File: src/rtl/pipeline_ctrl_pkg.sv
// Shared types and constants for the pipeline stall/flush sequencer.
// Pipeline registers are indexed from PC (0) to MEM_WB (4).
package pipeline_ctrl_pkg;

  typedef enum logic [1:0] {
    ARB_IDLE = 2'd0,
    ARB_MEM  = 2'd1,
    ARB_IF   = 2'd2
  } arb_state_e;

  localparam int unsigned NUM_STG    = 5;
  localparam int unsigned STG_PC     = 0;
  localparam int unsigned STG_IF_ID  = 1;
  localparam int unsigned STG_ID_EX  = 2;
  localparam int unsigned STG_EX_MEM = 3;
  localparam int unsigned STG_MEM_WB = 4;

  typedef logic [NUM_STG-1:0] stg_mask_t;

  // A stall raised in front of register stg holds every register upstream of it
  // and loads a NOP into stg itself.
  function automatic stg_mask_t hold_mask(input int unsigned stg);
    hold_mask = stg_mask_t'((32'd1 << stg) - 32'd1);
  endfunction

  function automatic stg_mask_t bubble_mask(input int unsigned stg);
    bubble_mask = stg_mask_t'(32'd1 << stg);
  endfunction

endpackage

File: src/rtl/pipeline_ctrl_if.sv
// Shared SRAM port request/grant bundle between the pipeline stages and the arbiter.
// Handshake: a requester raises *_req_i and holds it until a cycle where its grant is
// high and bus_ack_i is high; that cycle completes the transaction. Grants are registered.
interface pipeline_ctrl_if;
  logic if_req_i;
  logic mem_req_i;
  logic bus_ack_i;
  logic grant_if_o;
  logic grant_mem_o;

  modport master (
    output if_req_i,
    output mem_req_i,
    output bus_ack_i,
    input  grant_if_o,
    input  grant_mem_o
  );

  modport slave (
    input  if_req_i,
    input  mem_req_i,
    input  bus_ack_i,
    output grant_if_o,
    output grant_mem_o
  );
endinterface

File: src/rtl/pipeline_ctrl_sram_arbiter.sv
// Single-port SRAM arbiter: MEM has priority over IF, a grant is held until the ack,
// and every transaction returns through IDLE so no grant changes hands on an ack edge.
module pipeline_ctrl_sram_arbiter
  import pipeline_ctrl_pkg::*;
(
  input  logic                    clk_i,
  input  logic                    rst_i,
  pipeline_ctrl_if.slave          bus,
  output arb_state_e              state_o
);

  arb_state_e state_q;
  arb_state_e state_d;

  always_ff @(posedge clk_i) begin
    if (!rst_i) begin
      state_q         <= ARB_IDLE;
      bus.grant_mem_o <= 1'b0;
      bus.grant_if_o  <= 1'b0;
    end else begin
      state_q         <= state_d;
      bus.grant_mem_o <= (state_d == ARB_MEM);
      bus.grant_if_o  <= (state_d == ARB_IF);
    end
  end

  always_comb begin
    state_d = state_q;
    case (state_q)
      ARB_IDLE: begin
        if (bus.mem_req_i)     state_d = ARB_MEM;
        else if (bus.if_req_i) state_d = ARB_IF;
      end
      ARB_MEM, ARB_IF: begin
        if (bus.bus_ack_i) state_d = ARB_IDLE;
      end
      default: state_d = ARB_IDLE;
    endcase
  end

  assign state_o = state_q;

endmodule

File: src/rtl/pipeline_ctrl.sv
// Central stall/flush sequencer: merges stage stall requests into per-register
// hold/bubble controls, sequences redirect flushes and owns the SRAM arbiter.
module pipeline_ctrl
  import pipeline_ctrl_pkg::*;
#(
  parameter int unsigned ADDR_W = 32,
  parameter int unsigned PERF_W = 32
) (
  input  logic              clk_i,
  input  logic              rst_i,
  pipeline_ctrl_if.slave    bus,
  input  logic              id_stall_req_i,
  input  logic              ex_stall_req_i,
  input  logic              flush_req_i,
  input  logic [ADDR_W-1:0] flush_pc_i,
  output stg_mask_t         stall_o,
  output stg_mask_t         bubble_o,
  output logic              flush_o,
  output logic              new_pc_valid_o,
  output logic [ADDR_W-1:0] new_pc_o,
  output logic              if_discard_o,
  output logic [PERF_W-1:0] stall_cnt_o,
  output arb_state_e        arb_state_o
);

  logic              mem_stall;
  logic              if_stall;
  logic              flush_eff;
  logic              flush_pend;
  logic [ADDR_W-1:0] pend_pc;
  logic              discard_flag;
  logic              if_ack;
  stg_mask_t         stall_merge;
  stg_mask_t         bubble_merge;

  pipeline_ctrl_sram_arbiter u_arb (
    .clk_i   (clk_i),
    .rst_i   (rst_i),
    .bus     (bus),
    .state_o (arb_state_o)
  );

  assign if_ack    = bus.grant_if_o & bus.bus_ack_i;
  assign mem_stall = bus.mem_req_i & ~(bus.grant_mem_o & bus.bus_ack_i);
  assign if_stall  = bus.if_req_i & ~if_ack;

  // The furthest-downstream stalling stage decides the hold/bubble pattern.
  always_comb begin
    stall_merge  = '0;
    bubble_merge = '0;
    if (mem_stall) begin
      stall_merge  = hold_mask(STG_MEM_WB);
      bubble_merge = bubble_mask(STG_MEM_WB);
    end else if (ex_stall_req_i) begin
      stall_merge  = hold_mask(STG_EX_MEM);
      bubble_merge = bubble_mask(STG_EX_MEM);
    end else if (id_stall_req_i) begin
      stall_merge  = hold_mask(STG_ID_EX);
      bubble_merge = bubble_mask(STG_ID_EX);
    end else if (if_stall) begin
      stall_merge  = hold_mask(STG_IF_ID);
      bubble_merge = bubble_mask(STG_IF_ID);
    end
  end

  assign flush_eff      = flush_req_i | flush_pend;
  assign flush_o        = flush_eff & ~mem_stall;
  assign new_pc_valid_o = flush_o;
  assign new_pc_o       = flush_req_i ? flush_pc_i : pend_pc;

  // A flush must let PC load the target and clear IF_ID/ID_EX, so it lifts their holds.
  always_comb begin
    stall_o = stall_merge;
    if (flush_o) stall_o[STG_ID_EX:STG_PC] = '0;
  end
  assign bubble_o = bubble_merge;

  // A redirect arriving under a MEM stall is parked; a newer pulse replaces the parked one.
  always_ff @(posedge clk_i) begin
    if (!rst_i) begin
      flush_pend <= 1'b0;
      pend_pc    <= '0;
    end else if (flush_eff && mem_stall) begin
      flush_pend <= 1'b1;
      if (flush_req_i) pend_pc <= flush_pc_i;
    end else if (flush_o) begin
      flush_pend <= 1'b0;
    end
  end

  // The in-flight fetch is never aborted; its returning data is marked stale instead.
  always_ff @(posedge clk_i) begin
    if (!rst_i) begin
      discard_flag <= 1'b0;
    end else if (if_ack) begin
      discard_flag <= 1'b0;
    end else if (flush_o && bus.grant_if_o) begin
      discard_flag <= 1'b1;
    end
  end

  assign if_discard_o = (discard_flag | flush_o) & if_ack;

  always_ff @(posedge clk_i) begin
    if (!rst_i) begin
      stall_cnt_o <= '0;
    end else if ((|stall_o) && !(&stall_cnt_o)) begin
      stall_cnt_o <= stall_cnt_o + 1'b1;
    end
  end

endmodule

File: src/flat_wrapper.sv
// flat-port wrapper written by rule: the top's interface ports become plain ports
module pipeline_ctrl_flat import pipeline_ctrl_pkg::*;
#(
  parameter int unsigned ADDR_W = 32,
  parameter int unsigned PERF_W = 32
)
  (clk_i, rst_i, id_stall_req_i, ex_stall_req_i, flush_req_i, flush_pc_i, stall_o, bubble_o, flush_o, new_pc_valid_o, new_pc_o, if_discard_o, stall_cnt_o, arb_state_o, bus_if_req_i, bus_mem_req_i, bus_bus_ack_i, bus_grant_if_o, bus_grant_mem_o);
  pipeline_ctrl_if bus_i ();
  input  logic clk_i;
  input  logic rst_i;
  input  logic id_stall_req_i;
  input  logic ex_stall_req_i;
  input  logic flush_req_i;
  input  logic [ADDR_W-1:0] flush_pc_i;
  output stg_mask_t stall_o;
  output stg_mask_t bubble_o;
  output logic flush_o;
  output logic new_pc_valid_o;
  output logic [ADDR_W-1:0] new_pc_o;
  output logic if_discard_o;
  output logic [PERF_W-1:0] stall_cnt_o;
  output arb_state_e arb_state_o;
  input wire logic [$bits(bus_i.if_req_i)-1:0] bus_if_req_i;
  input wire logic [$bits(bus_i.mem_req_i)-1:0] bus_mem_req_i;
  input wire logic [$bits(bus_i.bus_ack_i)-1:0] bus_bus_ack_i;
  output wire logic [$bits(bus_i.grant_if_o)-1:0] bus_grant_if_o;
  output wire logic [$bits(bus_i.grant_mem_o)-1:0] bus_grant_mem_o;
  assign bus_i.if_req_i = bus_if_req_i;
  assign bus_i.mem_req_i = bus_mem_req_i;
  assign bus_i.bus_ack_i = bus_bus_ack_i;
  assign bus_grant_if_o = bus_i.grant_if_o;
  assign bus_grant_mem_o = bus_i.grant_mem_o;
  pipeline_ctrl #(.ADDR_W(ADDR_W), .PERF_W(PERF_W)) u_core (.clk_i(clk_i), .rst_i(rst_i), .bus(bus_i), .id_stall_req_i(id_stall_req_i), .ex_stall_req_i(ex_stall_req_i), .flush_req_i(flush_req_i), .flush_pc_i(flush_pc_i), .stall_o(stall_o), .bubble_o(bubble_o), .flush_o(flush_o), .new_pc_valid_o(new_pc_valid_o), .new_pc_o(new_pc_o), .if_discard_o(if_discard_o), .stall_cnt_o(stall_cnt_o), .arb_state_o(arb_state_o));
endmodule
File: config.mk
export PLATFORM = sky130hd
export DESIGN_NAME = pipeline_ctrl_flat
export DESIGN_NICKNAME = d
export VERILOG_FILES = /design/src/rtl/pipeline_ctrl_pkg.sv /design/src/rtl/pipeline_ctrl_if.sv /design/src/rtl/pipeline_ctrl_sram_arbiter.sv /design/src/rtl/pipeline_ctrl.sv /design/src/flat_wrapper.sv
export SDC_FILE = /design/constraint.sdc
export NUM_CORES = 1
export LEC_CHECK = 0
export CORE_ASPECT_RATIO = 0.8
export CORE_MARGIN = 5
export CORE_UTILIZATION = 30
export DETAILED_ROUTE_END_ITERATION = 7
export HOLD_SLACK_MARGIN = 0.03
export SKIP_LAST_GASP = 1
export SYNTH_ARGS = -nofsm -noshare
export SYNTH_HDL_FRONTEND = slang
export SYNTH_HIERARCHICAL = 1
export SYNTH_SLANG_ARGS = --single-unit
File: constraint.sdc
create_clock -name clk_i -period 4.6 [get_ports clk_i]
set_input_delay 0.46 -clock clk_i [delete_from_list [all_inputs] [get_ports clk_i]]
set_output_delay 0.46 -clock clk_i [all_outputs]
set_load 0.005 [all_outputs]
Word-level counts from Yosys, hierarchy flattened
Index checks and enable logic that the tools add are counted.
{ "op_classes": {"n_addsub": 1, "bitwise_logic": 12, "muxes": 16, "n_eq_ne": 4, "reduce_logical": 10} }
{ "op_table": {"columns": ["operator", "count"], "rows": [
  ["$add A32 B1 Y32 const B", 1],
  ["$mux W32", 1],
  ["$reduce_and A32 Y1", 1],
  ["$mux W5", 6],
  ["$mux W2", 4],
  ["$and A1 B1 Y1", 6],
  ["$reduce_or A5 Y1", 1],
  ["$eq A2 B1 Y1 const B", 2],
  ["$eq A2 B2 Y1 const B", 2],
  ["$not A1 Y1", 4],
  ["$pmux W2 S2", 1],
  ["$reduce_or A2 Y1", 2],
  ["$logic_and A1 B1 Y1", 3],
  ["$mux W1", 3],
  ["$mux W3", 1],
  ["$logic_not A2 Y1", 1],
  ["$or A1 B1 Y1", 2],
  ["$reduce_bool A2 Y1", 1],
  ["$logic_not A1 Y1", 1]
]} }
{ "totals": {"output_inout_bits": 81, "ff_bits": 70} }

Longest topological paths before layout
{ "depth": {"depth_word": 10, "depth_mapped": 8} }

By module
Netlist, hierarchy kept.
{ "modules_own_cells": {"columns": ["module", "n_inst", "area_each_um2", "seq_area_each_um2", "cells_per_inst"], "rows": [
  ["pipeline_ctrl", 1, 3363.2, 1321.3, 365],
  ["pipeline_ctrl_sram_arbiter", 1, 241.5, 80.1, 25]
]} }

Worst setup path after synthesis
Ideal clock, no wire load.
{ "synth_path": {"path_type": "flip-flop to flip-flop", "start": "register u_core.stall_cnt_o[0]", "end": "register u_core.stall_cnt_o[1]", "setup_ns": 0.128, "period_less_slack_ns": 2.070, "arrival_ns": 1.942, "path_stages_with_launch": 8, "slack_ns": 2.530, "path_cell_list": "dfxtp_1 -> ha_1 -> nand3_1 -> or4_4 -> o31ai_2 -> buf_2 -> mux2i_1 -> nor2_1"} }
{ "synth_via": {"elab_chain_len": 3, "elab_cells_between_ends": 4, "cone_classes": "1 x add/sub; 3 x reduce/logical"} }
{ "synth_rtl": {"columns": ["item", "line", "text"], "rows": [
  ["start, declared", "pipeline_ctrl.sv:22", "output logic [PERF_W-1:0] stall_cnt_o,"],
  ["start signal, assigned", "pipeline_ctrl.sv:108", "stall_cnt_o <= stall_cnt_o + 1'b1;"],
  ["branches (longest 3 deep; another with $add A32 B1 Y32)", null, null]
]} }
Parallel ways; which one is timed is not known.
A chain may end at the register's enable or synchronous reset.

Worst setup path in the final report
{ "layout_path": {"start": "input flush_req_i", "end": "output stall_o[0]"} }
{ "layout_via": {"elab_chain_len": 3} }
{ "layout_rtl": {"columns": ["item", "line", "text"], "rows": [
  ["start, declared", "flat_wrapper.sv:13", "input logic flush_req_i;"],
  ["$or A1 B1 Y1", "pipeline_ctrl.sv:66", "assign flush_eff = flush_req_i | flush_pend;"],
  ["$and A1 B1 Y1", "pipeline_ctrl.sv:67", "assign flush_o = flush_eff & ~mem_stall;"],
  ["$mux W3", "pipeline_ctrl.sv:74", "if (flush_o) stall_o[STG_ID_EX:STG_PC] = '0;"],
  ["end, declared", "flat_wrapper.sv:15", "output stg_mask_t stall_o;"]
]} }
No other way between the ends.

==> metrics <==
status completed; CP Data Required Time 4.14 ns; Seq/Total Area, Yosys 38.9%; PwrDens 306 nW/um2; Post-synth ARST share 0%; Worst-path clk slew 0.06 ns; ANT cells 0; Worst Setup Path Type in -> out; crit end category output pin; Final Hold Fails 0; hpwl dp roughly 7500 um; crit start category input pin; net switching power 0.000386 W; detailed-route DRC error count 0; Initial Util between 30% and 40%; Avg Cell Area, Syn 9.24 um2; Fillers 1138; GRT Overall Usage 14.1%; r2r worst-path depth 6; Finish-stage setup viols 0; min Tclk post-route 2.96 ns; largest net degree at the start of global routing 32; r2r endpoint u_core/stall_cnt_o[1]; Resize count post-CTS 0; Slew HR 38.8%; Vias/cell just over 5; Peak supply drop 0.181 mV; most frequent cells in the layout clkdlybuf4s50_1 (118), dfxtp_1 (70), nor2_1 (42); clk_skew 0.00594 ns; Layout area overhead 43.6%; CP endpoint stall_o[0]; Total Wirelength 10200 um; vias in the first global route 3234; leakage roughly 1.8 nW; Die W ~130 um; final slew viol count 0; DR WL/cell 15.7 um; drt initial violations 163; cell-internal power 0.00120 W; Post-synth EDFFs 0; Die ar. 14300 um2; RSZ-0062 raised after global routing no; crit path from flush_req_i; Hold Crit Class reg -> reg; critical path data arrival time 2.50 ns; commonest non-fill, non-tap cell in the layout clkdlybuf4s50_1; Achievable Freq 0.338 GHz; via count 3332; dpl cell area 4870 um2; Final #Nets 540; Cells after Synth 390; power share of the clock group 44.5%; die height 108 um; Worst Hold Margin between 0.4 and 0.5 ns; Max Cap Viol 0; H-tree Lvls 3; setup slack, reg-to-reg 1.66 ns; Rows 35; GRT overflow 0; Synth Flop Type dfxtp_1; first-pass GRT wire length 16500 um; ANT nets after route 0; core area around 12000 um2; YS warnings 6; FF-to-FF Start u_core/stall_cnt_o[0]; FF+latch area between 1000 and 1500 um2; setup TNS 0 ns; CP max FO 10; Clock Latency Late Sink 0.33 ns; Synth cell types 52; #FFs+latches synth 70; Comb power frac ~15%; Tot Pwr 0.00159 W; final instance area a little over 5000 um2; Ports around 120; Post-CTS Setup Bufs 0; Clock Root Buffer clkbuf_16; Port Buffers 118; sequential share of power roughly two fifths; period utilization between 60% and 70%; area occupied by multi-input gates 2050 um2; 1st-pass router iterations 6; Worst Tran Pin Value 0.916 ns; fraction of layout cells with a size suffix above 1 13.3%; Net Sw Frac 24.3%; initial antenna violation count 0; clock sinks 70; CTS tree done; cts hold-fix bufs 0; Clock Tree Buf Depth 2; CTS Buf Count 9; GP Congestion 0.787; post-synthesis cell area 3600 um2
-- routing by layer --
metal	part of all wire [%]	up-vias	track usage (%)	wire length (um)
met5	0	-	0	0
met4	1.3	0	4.53	131
met3	9.3	9	6.88	949
met2	44	98	21.3	4460
met1	46	1581	17.8	4660
li1	-	1644	-	-
-- synthesized netlist by cell type (7+ instances only) --
library cell | count | area (um2)
nand4_1 | 11 | 68.8
nand2_1 | 19 | 71.3
or3_1 | 14 | 87.6
o21ai_0 | 11 | 55.1
o31ai_1 | 12 | 90.1
nand3_1 | 9 | 45.0
a21oi_1 | 27 | 135
or4_1 | 12 | 90.1
dfxtp_1 | 70 | 1400
mux2_2 | 32 | 360
mux2i_1 | 36 | 360
clkbuf_1 | 14 | 52.6
inv_1 | 9 | 33.8
buf_4 | 7 | 52.6
nor2_1 | 42 | 158
-- sequential cells by signal, indices dropped and copies added, names as in the netlist --
signal	cells
u_core/pend_pc	32
u_core/stall_cnt_o	32
u_core/u_arb/state_o	2
u_core/discard_flag	1
u_core/flush_pend	1
u_core/u_arb/bus.grant_if_o	1
u_core/u_arb/bus.grant_mem_o	1
-- worst max-delay path, stage by stage --
cell and delay [ns]:
clkdlybuf4s50_1 0.53, nor2_1 0.38, a221o_1 0.52, clkdlybuf4s50_1 0.60
-- how the worst min path moves through the flow --
stage	start	endpoint	slack (ns)	cells after the start
3_3_place_gp	u_core/pend_pc[21]	u_core/pend_pc[21]	0.47	2
4_1_cts	u_core/discard_flag	u_core/discard_flag	0.49	2
3_5_place_dp	u_core/discard_flag	u_core/discard_flag	0.48	2
2_1_floorplan	u_core/discard_flag	u_core/discard_flag	0.45	2
5_1_grt	u_core/pend_pc[7]	u_core/pend_pc[7]	0.52	2
6_report	u_core/discard_flag	u_core/discard_flag	0.49	2
-- power groups by stage --
stage               Combinational (W)  Clock [W]  Sequential [W]
floorplan                    0.000121          0        0.000651
global placement             0.000237          0        0.000655
detailed placement           0.000240          0        0.000656
CTS                          0.000242   0.000730        0.000643
global route                 0.000259   0.000751        0.000645
finish                       0.000237   0.000705        0.000642
-- cell families after synthesis --
group	share of synthesized area [%]
fa+ha+maj	1.04
other cells	0.104
compound gates	12.5
simple gates	22.1
mux	20.0
flops	38.9
xor+xnor	0.729
buf+inv	4.65
-- area by class of cell --
type | count | area share, %
repair buffers | 121 | 23.3
clock buffers | 10 | 4.62
well taps | 148 | 3.58
clock inverters | 6 | 1.18
flip-flops and latches | 70 | 27.1
inverters | 10 | 0.725
multi-input cells | 285 | 39.6
-- through the flow --
step / std cells / worst slack, ns / util [%]
2_1_floorplan: 391 / 2.53 / -
3_3_place_gp: 634 / 1.51 / 41.8
3_5_place_dp: 634 / 1.43 / 41.8
4_1_cts: 650 / 1.63 / 44.4
5_1_grt: 650 / 1.42 / 44.4
6_report: 650 / 1.64 / 44.4
(Power assumes the default switching activity.)
